### src/rtl/scandoubler_rotate_memport.sv
`default_nettype none
// scandoubler_rotate_memport: arbitrates 16-word write bursts and 8-word read bursts onto one
// SDRAM word port; the cornerturn is done by swapping row/column in the write address.
module scandoubler_rotate_memport #(
  parameter int ROW_BITS = 10,
  parameter int COL_BITS = 10,
  parameter int ADDR_W   = 21
) (
  input  logic                clk_sys,
  input  logic                reset_n,
  input  logic                vidin_req,
  input  logic                vidin_frame,
  input  logic [ROW_BITS-1:0] vidin_row,
  input  logic [COL_BITS-1:0] vidin_col,
  input  logic [15:0]         vidin_d,
  output logic                vidin_ack,
  input  logic                vidout_req,
  input  logic                vidout_frame,
  input  logic [ROW_BITS-1:0] vidout_row,
  input  logic [COL_BITS-1:0] vidout_col,
  output logic [15:0]         vidout_d,
  output logic                vidout_ack,
  output logic                mem_req,
  output logic                mem_we,
  output logic [ADDR_W-1:0]   mem_addr,
  output logic [15:0]         mem_wdata,
  input  logic                mem_ack,
  input  logic [15:0]         mem_rdata,
  input  logic                mem_rvalid
);

  typedef enum logic [2:0] {
    IDLE    = 3'd0,
    WSETTLE = 3'd1,
    WRITE   = 3'd2,
    RISSUE  = 3'd3,
    RDRAIN  = 3'd4
  } state_t;

  state_t              state, state_next;
  logic                settle, settle_next;
  logic                cool, cool_next;
  logic [3:0]          wcnt, wcnt_next;
  logic [3:0]          icnt, icnt_next;
  logic [3:0]          rcnt, rcnt_next;
  logic                base_frame, base_frame_next;
  logic [ROW_BITS-1:0] base_row, base_row_next;
  logic [COL_BITS-1:0] base_col, base_col_next;
  logic                rd_take;

  // Returns are only meaningful while a read burst is open; anything else is stale.
  assign rd_take = ((state == RISSUE) || (state == RDRAIN)) && mem_rvalid;

  always_comb begin
    state_next      = state;
    settle_next     = settle;
    cool_next       = cool;
    wcnt_next       = wcnt;
    icnt_next       = icnt;
    rcnt_next       = rcnt;
    base_frame_next = base_frame;
    base_row_next   = base_row;
    base_col_next   = base_col;
    vidin_ack       = 1'b0;
    mem_req         = 1'b0;
    mem_we          = 1'b0;
    mem_addr        = '0;
    mem_wdata       = '0;
    vidout_ack      = rd_take && vidout_req;
    vidout_d        = (rd_take && vidout_req) ? mem_rdata : 16'h0000;

    if (rd_take) begin
      rcnt_next = rcnt + 4'd1;
    end

    case (state)
      IDLE: begin
        // One dead cycle after a read lets the upstream column settle before arbitration.
        if (cool) begin
          cool_next = 1'b0;
        end else if (vidin_req) begin
          state_next  = WSETTLE;
          settle_next = 1'b0;
        end else if (vidout_req) begin
          state_next      = RISSUE;
          base_frame_next = vidout_frame;
          base_row_next   = vidout_row;
          base_col_next   = vidout_col;
          icnt_next       = 4'd0;
          rcnt_next       = 4'd0;
        end
      end
      WSETTLE: begin
        if (settle) begin
          state_next  = WRITE;
          settle_next = 1'b0;
        end else begin
          settle_next = 1'b1;
        end
      end
      WRITE: begin
        mem_req   = 1'b1;
        mem_we    = 1'b1;
        mem_addr  = {vidin_frame, vidin_col, vidin_row};
        mem_wdata = vidin_d;
        if (mem_ack) begin
          vidin_ack   = 1'b1;
          wcnt_next   = wcnt + 4'd1;
          settle_next = 1'b0;
          state_next  = (wcnt == 4'hF) ? IDLE : WSETTLE;
        end
      end
      RISSUE: begin
        mem_req  = 1'b1;
        mem_addr = {base_frame, base_row, base_col + COL_BITS'(icnt)};
        if (mem_ack) begin
          icnt_next = icnt + 4'd1;
          if (icnt == 4'd7) begin
            state_next = RDRAIN;
          end
        end
      end
      RDRAIN: begin
        if (rcnt_next == 4'd8) begin
          state_next = IDLE;
          cool_next  = 1'b1;
        end
      end
      default: begin
        state_next = IDLE;
      end
    endcase
  end

  always_ff @(posedge clk_sys or negedge reset_n) begin
    if (!reset_n) begin
      state      <= IDLE;
      settle     <= 1'b0;
      cool       <= 1'b0;
      wcnt       <= 4'd0;
      icnt       <= 4'd0;
      rcnt       <= 4'd0;
      base_frame <= 1'b0;
      base_row   <= '0;
      base_col   <= '0;
    end else begin
      state      <= state_next;
      settle     <= settle_next;
      cool       <= cool_next;
      wcnt       <= wcnt_next;
      icnt       <= icnt_next;
      rcnt       <= rcnt_next;
      base_frame <= base_frame_next;
      base_row   <= base_row_next;
      base_col   <= base_col_next;
    end
  end

endmodule
`default_nettype wire

### config.mk
export PLATFORM = sky130hd
export DESIGN_NAME = scandoubler_rotate_memport
export DESIGN_NICKNAME = d
export VERILOG_FILES = /design/src/rtl/scandoubler_rotate_memport.sv
export SDC_FILE = /design/constraint.sdc
export NUM_CORES = 1
export LEC_CHECK = 0
export ABC_AREA = 1
export BUFFER_PORTS_ARGS = -buffer_cell sky130_fd_sc_hd__buf_2
export CORE_UTILIZATION = 45
export DETAILED_ROUTE_END_ITERATION = 7
export GPL_TIMING_DRIVEN = 0
export PLACE_DENSITY = 0.8
export SLEW_MARGIN = 0
export SYNTH_ARGS = -nofsm -noshare
export SYNTH_HDL_FRONTEND = slang
export SYNTH_SLANG_ARGS = --single-unit
### constraint.sdc
create_clock -name clk_sys -period 2.1 [get_ports clk_sys]
set_input_delay 0 -clock clk_sys [delete_from_list [all_inputs] [get_ports clk_sys]]
set_output_delay 0 -clock clk_sys [all_outputs]
set_load 0.005 [all_outputs]
==> results.toml, run 1 <==
[cells_and_area]
layout-drive-gt1-share_pct = 34.7
fillerInstances = 460
register_area_um2 = 951
syn_to_final_growth_pct = 44.0
diodes = 0
multi_input_area_um2 = 1280
fin_nets = 624
final-instance-count-excl-fill = 608

[clocking]
cts_max_path_buffers = 2
insertion_delay_ns = 0.29
cts_sinks = 38
clock-root-buffer = "clkbuf_8"
path_clk_slew_ns = 0.07
cts_tree = "built"
cts_buffers = 5
h-tree-depth = 2

[sta]
min_period_ns = 2.17
grt_setup_unrepaired = "true"
worst_pin_slew_ns = 0.851
setup_violations = 4
slew_violations = 0
skew_ns = 0.00507
relSlewSlack_pct = 43.3
period_share_pct = 103
max_clock_freq_ghz = 0.461
setup_ws_ns = -0.0678
hold_viol = 0
holdWs_ns = 0.0168

[routing]
drt_iter0_markers = 126
wl_per_cell_um = 11.6
vias = 2882
drtAntennaViolNets = 0
drc = 0
viasPerCell = 4.74
dr.pass1.iters = 4
wl_um = 7050

[yosys]
yosysUniqueCellTypes = 35
synth_area_leaders = "dfrtp_1 37%, nand2_1 14%, inv_1 9.4%"
synth_area_um2 = 2570
synth_top_area_cell = "dfrtp_1"
yosysWarnings = 0
postSynthCellCount = 367
synth-seq-cells = 38
syn_nets = 455
synth_top_area_share_pct = 37.0
synth_area_per_cell_um2 = 7.00
seq_area_frac_synth_pct = 37.0

[die]
dieArea_um2 = 6010
ioPinCount = 137
die_w_um = 77.5
row_count = 27
core_area_um2 = 5510
die_h_um = 77.5
initial_core_util_pct = 46.6

[run_status]
outcome = "finished with violations"
violations = "setup timing"

[placed_design]
dp_cells = 575
dp_hpwl_um = 5070
routabilityCongestion = 0.884
post-place-ws_ns = 0.0526
numPortBuffers = 136

[pwr]
leakage_nw = 2.18
peakVddDrop_v = 0.000681
power_density_nw_per_um2 = 1100

[critical_path]
end_kind = "output port"
cp_max_fo = 4
worstPathRequired_ns = 2.10
crit_type = "reg2out"
crit_path_start_kind = "flop"
critical_path_arrival_ns = 2.17

[global_routing]
grt.overflow.total = 0
antenna_found_initial = 0
grt_pass1_vias = 2784
grt_usage_pct = 24.4
grt_first_pass_wirelength_um = 11500
grt_max_degree = 39

[job]
maxCapViolations = 0

[min_path]
hold_class = "in2reg"
## metrics by stage
stage,setup TNS [ns],instance area [um2],total power [mW],util [%]
after floorplan,0,2570,2.71,-
after global placement,0,3340,3.37,60.6
after detailed placement,0,3340,3.46,60.6
after CTS,-0.0289,3650,4.00,66.4
after global routing,-0.709,3700,4.43,67.1
final,-0.175,3700,4.07,67.1
## cells in the final DEF, fill, tap and decap left out, types with 3 or more instances in the layout
master         instances
buf_2                137
nand2_1               93
inv_1                 63
nor2_1                40
dfrtp_1               38
o21ai_0               29
dlygate4sd3_1         22
nand3_1               16
o21ai_1               15
a21oi_1                8
buf_4                  6
inv_2                  6
ha_1                   6
buf_6                  5
nand2_2                5
clkbuf_8               5
clkbuf_1               4
nand3_2                3
nand4_1                3
xor2_1                 3
## cells by family after synthesis
kind of cell             count (synthesis)  share of synthesized area [%]
buffers and inverters                   83                           14.0
AND/OR/NAND/NOR                        169                           29.2
multiplexers                             1                          0.439
flip-flops                              38                           37.0
adder cells (fa/ha/maj)                  8                           4.19
XOR/XNOR                                 5                           1.71
AO/OA/AOI/OAI                           63                           13.4
## flip-flops by register name, summed over array words and instances, names as in the netlist
name and cells:
base_col 10, base_frame 1, base_row 10, cool 1, icnt 4, rcnt 4, settle 1, state 3
wcnt 4
## worst max-delay path, stage by stage (launching register included)
cell     delay, ns
dfrtp_1       0.39
ha_2          0.21
fa_2          0.37
nand2_2       0.07
inv_2         0.04
o21ai_2       0.17
nand2_1       0.08
nand2_2       0.13
nor2_4        0.05
a21oi_2       0.13
nand2_1       0.07
nand2_1       0.05
buf_2         0.10
## report_power, final
group	switching [mW]	internal [mW]
clock network	0.244	0.229
logic	1.37	0.978
registers	0.198	1.05
total	1.81	2.25
## layout make-up
type	instances	area share [%]
well taps	72	2.44
multi-input cells	246	34.8
repair buffers	162	25.2
flip-flops and latches	38	25.7
inverters	70	7.18
clock buffers	7	2.06
plain buffers	13	2.64
## synth_stat cells (all sizes together)
cell type    n
nand2      100
inv         70
o21ai       46
nor2        45
dfrtp       38
nand3       19
a21oi       10
buf          9
ha           7
clkbuf       4
nand4        3
xor2         3
a22o         2
nor3         2
o31ai        2
xnor2        2
a32o         1
a41oi        1
fa           1
mux2         1
o21a         1
## routing by layer
metal | global-route usage (%) | vias up | wire [um]
met2 | 46.1 | 130 | 3550
met4 | 12.5 | 0 | 206
met5 | 0 | - | 0
li1 | - | 1472 | -
met3 | 6.94 | 15 | 548
met1 | 23.9 | 1265 | 2740
## what timing repair did
item,in CTS,in global routing
cloned,0,0
gates resized for setup,5,10
hold endpoints to repair,59,0
setup buffers,1,3
pin swaps,0,8
endpoints found under the setup margin,6,16
hold buffers,22,0
## worst paths after layout
check	slack, ns	endpoint	cells past startpoint	startpoint
worst max-delay path	-0.07	mem_addr[8]	12	base_col[0]$_DFFE_PN0P_
worst min-delay path	0.02	state[1]$_DFFE_PN0P_	4	vidin_req
worst max register to register	0.37	state[1]$_DFFE_PN0P_	13	state[2]$_DFFE_PN0P_
worst min register to register	0.48	settle$_DFFE_PN0P_	2	settle$_DFFE_PN0P_
max in group asynchronous	1.20	base_row[5]$_DFFE_PN0P_	2	reset_n
min in group asynchronous	0.37	base_frame$_DFFE_PN0P_	2	reset_n
Note: power is estimated with default switching activity, not from simulation.
==> run 2, diff against run 1 <==
--- a/config.mk
+++ b/config.mk
@@ -11,6 +11,7 @@
 export DETAILED_ROUTE_END_ITERATION = 7
 export GPL_TIMING_DRIVEN = 0
 export PLACE_DENSITY = 0.8
+export RECOVER_POWER = 100
 export SLEW_MARGIN = 0
 export SYNTH_ARGS = -nofsm -noshare
 export SYNTH_HDL_FRONTEND = slang
==> constraint.sdc (replaced) <==
create_clock -name clk_sys -period 2.68 [get_ports clk_sys]
set_input_delay 0 -clock clk_sys [delete_from_list [all_inputs] [get_ports clk_sys]]
set_output_delay 0 -clock clk_sys [all_outputs]
set_load 0.005 [all_outputs]
==> results.toml, run 2 (synthesis results as in run 1) <==
[routing]
drt_iter0_markers = 107
wl_met2_um = 3490
vias = 2883
drtAntennaViolNets = 0
maxUsedRoutingLayer = "met4"
wl_met3_um = 563
dr.pass1.iters = 4
wl_per_cell_um = 11.5
drc = 0
wl_um = 6960
viasPerCell = 4.77
wl_met1_um = 2710

[global_routing]
antenna_found_initial = 0
grt_pass1_vias = 2768
grt_first_pass_wirelength_um = 11400
grt_max_degree = 39
grt_usage_pct = 24.2
grt.overflow.total = 0

[pwr]
p_int_mw = 1.59
leakage_nw = 1.96
power_density_nw_per_um2 = 835
pwr-share-seq_pct = 33.5
combPwrFrac_pct = 53.9
switchingPower_mw = 1.33
pwr-share-clk_pct = 12.6
peakVddDrop_v = 0.000498
swShare_pct = 45.5

[sta]
setup_violations = 0
hold_viol = 0
worst_pin_slew_ns = 2.05
skew_ns = 0.00327
grt_setup_unrepaired = "false"
holdWs_ns = 0.0306
setup_tns_ns = 0
period_share_pct = 90.2
min_period_ns = 2.42
relSlewSlack_pct = -36.9
max_clock_freq_ghz = 0.414
slew_violations = 39

[critical_path]
r2r_start = "state[0]$_DFFE_PN0P_"
crit_path_start = "state[0]$_DFFE_PN0P_"
crit_path_start_kind = "flop"
worstPathRequired_ns = 2.68
critical_path_arrival_ns = 2.42
rrSetupSlack_ns = 0.32
crit_type = "reg2out"
r2r_end = "base_row[2]$_DFFE_PN0P_"
cp_max_fo = 10
end_kind = "output port"
rr_worst_depth = 8
crit_path_end = "mem_addr[16]"

[die]
dieArea_um2 = 6010
die_w_um = 77.5
ioPinCount = 137
die_h_um = 77.5
row_count = 27
core_area_um2 = 5510
initial_core_util_pct = 46.6

[clocking]
cts_buffers = 5
cts_max_path_buffers = 2
cts_tree = "built"
h-tree-depth = 2
insertion_delay_ns = 0.29
cts.repair.resized = 0
path_clk_slew_ns = 0.07
clock-root-buffer = "clkbuf_8"
cts_sinks = 38

[cells_and_area]
top_regs = "base_col (10), base_row (10)"
syn_to_final_growth_pct = 36.0
final-instance-count-excl-fill = 604
layout_common_cells = "97 x nand2_1, 87 x buf_2, 67 x inv_1"
fin_nets = 620
layout-drive-gt1-share_pct = 22.2
final_common_cell = "nand2_1"
diodes = 0
finalCoreUtilization_pct = 63.4

[placed_design]
numPortBuffers = 136
dp_cells = 575
dp_hpwl_um = 5070
routabilityCongestion = 0.884

[min_path]
hold_class = "in2reg"
min_from = "mem_rvalid"

[run_status]
outcome = "finished with violations"
violations = "capacitance limit, slew limit"

[job]
maxCapViolations = 1
-- run 2: cell types whose count changed in the layout (fill, tap and decap cells not counted), sizes merged --
cell	delta
clkbuf	+55
buf	-59
-- run 2: how the worst min path moves through the flow --
stage,cells after the start,end
CTS,4,state[1]$_DFFE_PN0P_
detailed placement,1,base_frame$_DFFE_PN0P_
floorplan,0,base_col[0]$_DFFE_PN0P_
finish,3,rcnt[2]$_DFF_PN0_
global placement,1,base_frame$_DFFE_PN0P_
global route,3,rcnt[0]$_DFF_PN0_
-- run 2: power groups by stage --
stage	logic (mW)	registers, mW	clock network [mW]
after floorplan	1.18	0.944	0
after global placement	1.67	0.969	0
after detailed placement	1.73	0.985	0
after CTS	1.76	0.975	0.371
after global routing	1.80	1.00	0.399
final	1.57	0.976	0.367
-- run 2: cell type report --
class                           instances  area (um2)
Timing Repair Buffer                  158         856
Sequential cell                        38         951
Inverter                               70         265
Fill cell                             503        2010
Clock buffer                            7        76.3
Multi-Input combinational cell        246        1200
Tap cell                               72        90.1
Buffer                                 13        53.8
-- run 2: critical path, stage by stage, from the launching register on --
cell      delay (ns)
dfrtp_1         0.36
clkbuf_1        0.19
nor3_1          0.67
clkbuf_1        0.52
nand2_1         0.12
o21ai_0         0.13
clkbuf_1        0.14
-- run 2: what timing repair did --
| action | in CTS | in global routing |
|---|---|---|
| hold endpoints to repair | 59 | 0 |
| hold buffers | 22 | 0 |
| buffers inserted | 0 | 0 |
-- run 2: per-layer routing --
layer  track usage (%)  vias to the layer above
met5                 0                        -
met4              12.3                        0
met3              6.59                       15
met2              45.8                      125
met1              23.7                     1284
li1                  -                     1459
-- run 2: per-stage QoR --
stage | setup WS, ns | instance area, um2 | power, mW
6_report | 0.263 | 3490 | 2.92
5_1_grt | 0.0425 | 3490 | 3.20
3_5_place_dp | 0.633 | 3340 | 2.71
4_1_cts | 0.293 | 3630 | 3.11
2_1_floorplan | 0.967 | 2570 | 2.13
3_3_place_gp | 0.658 | 3340 | 2.64
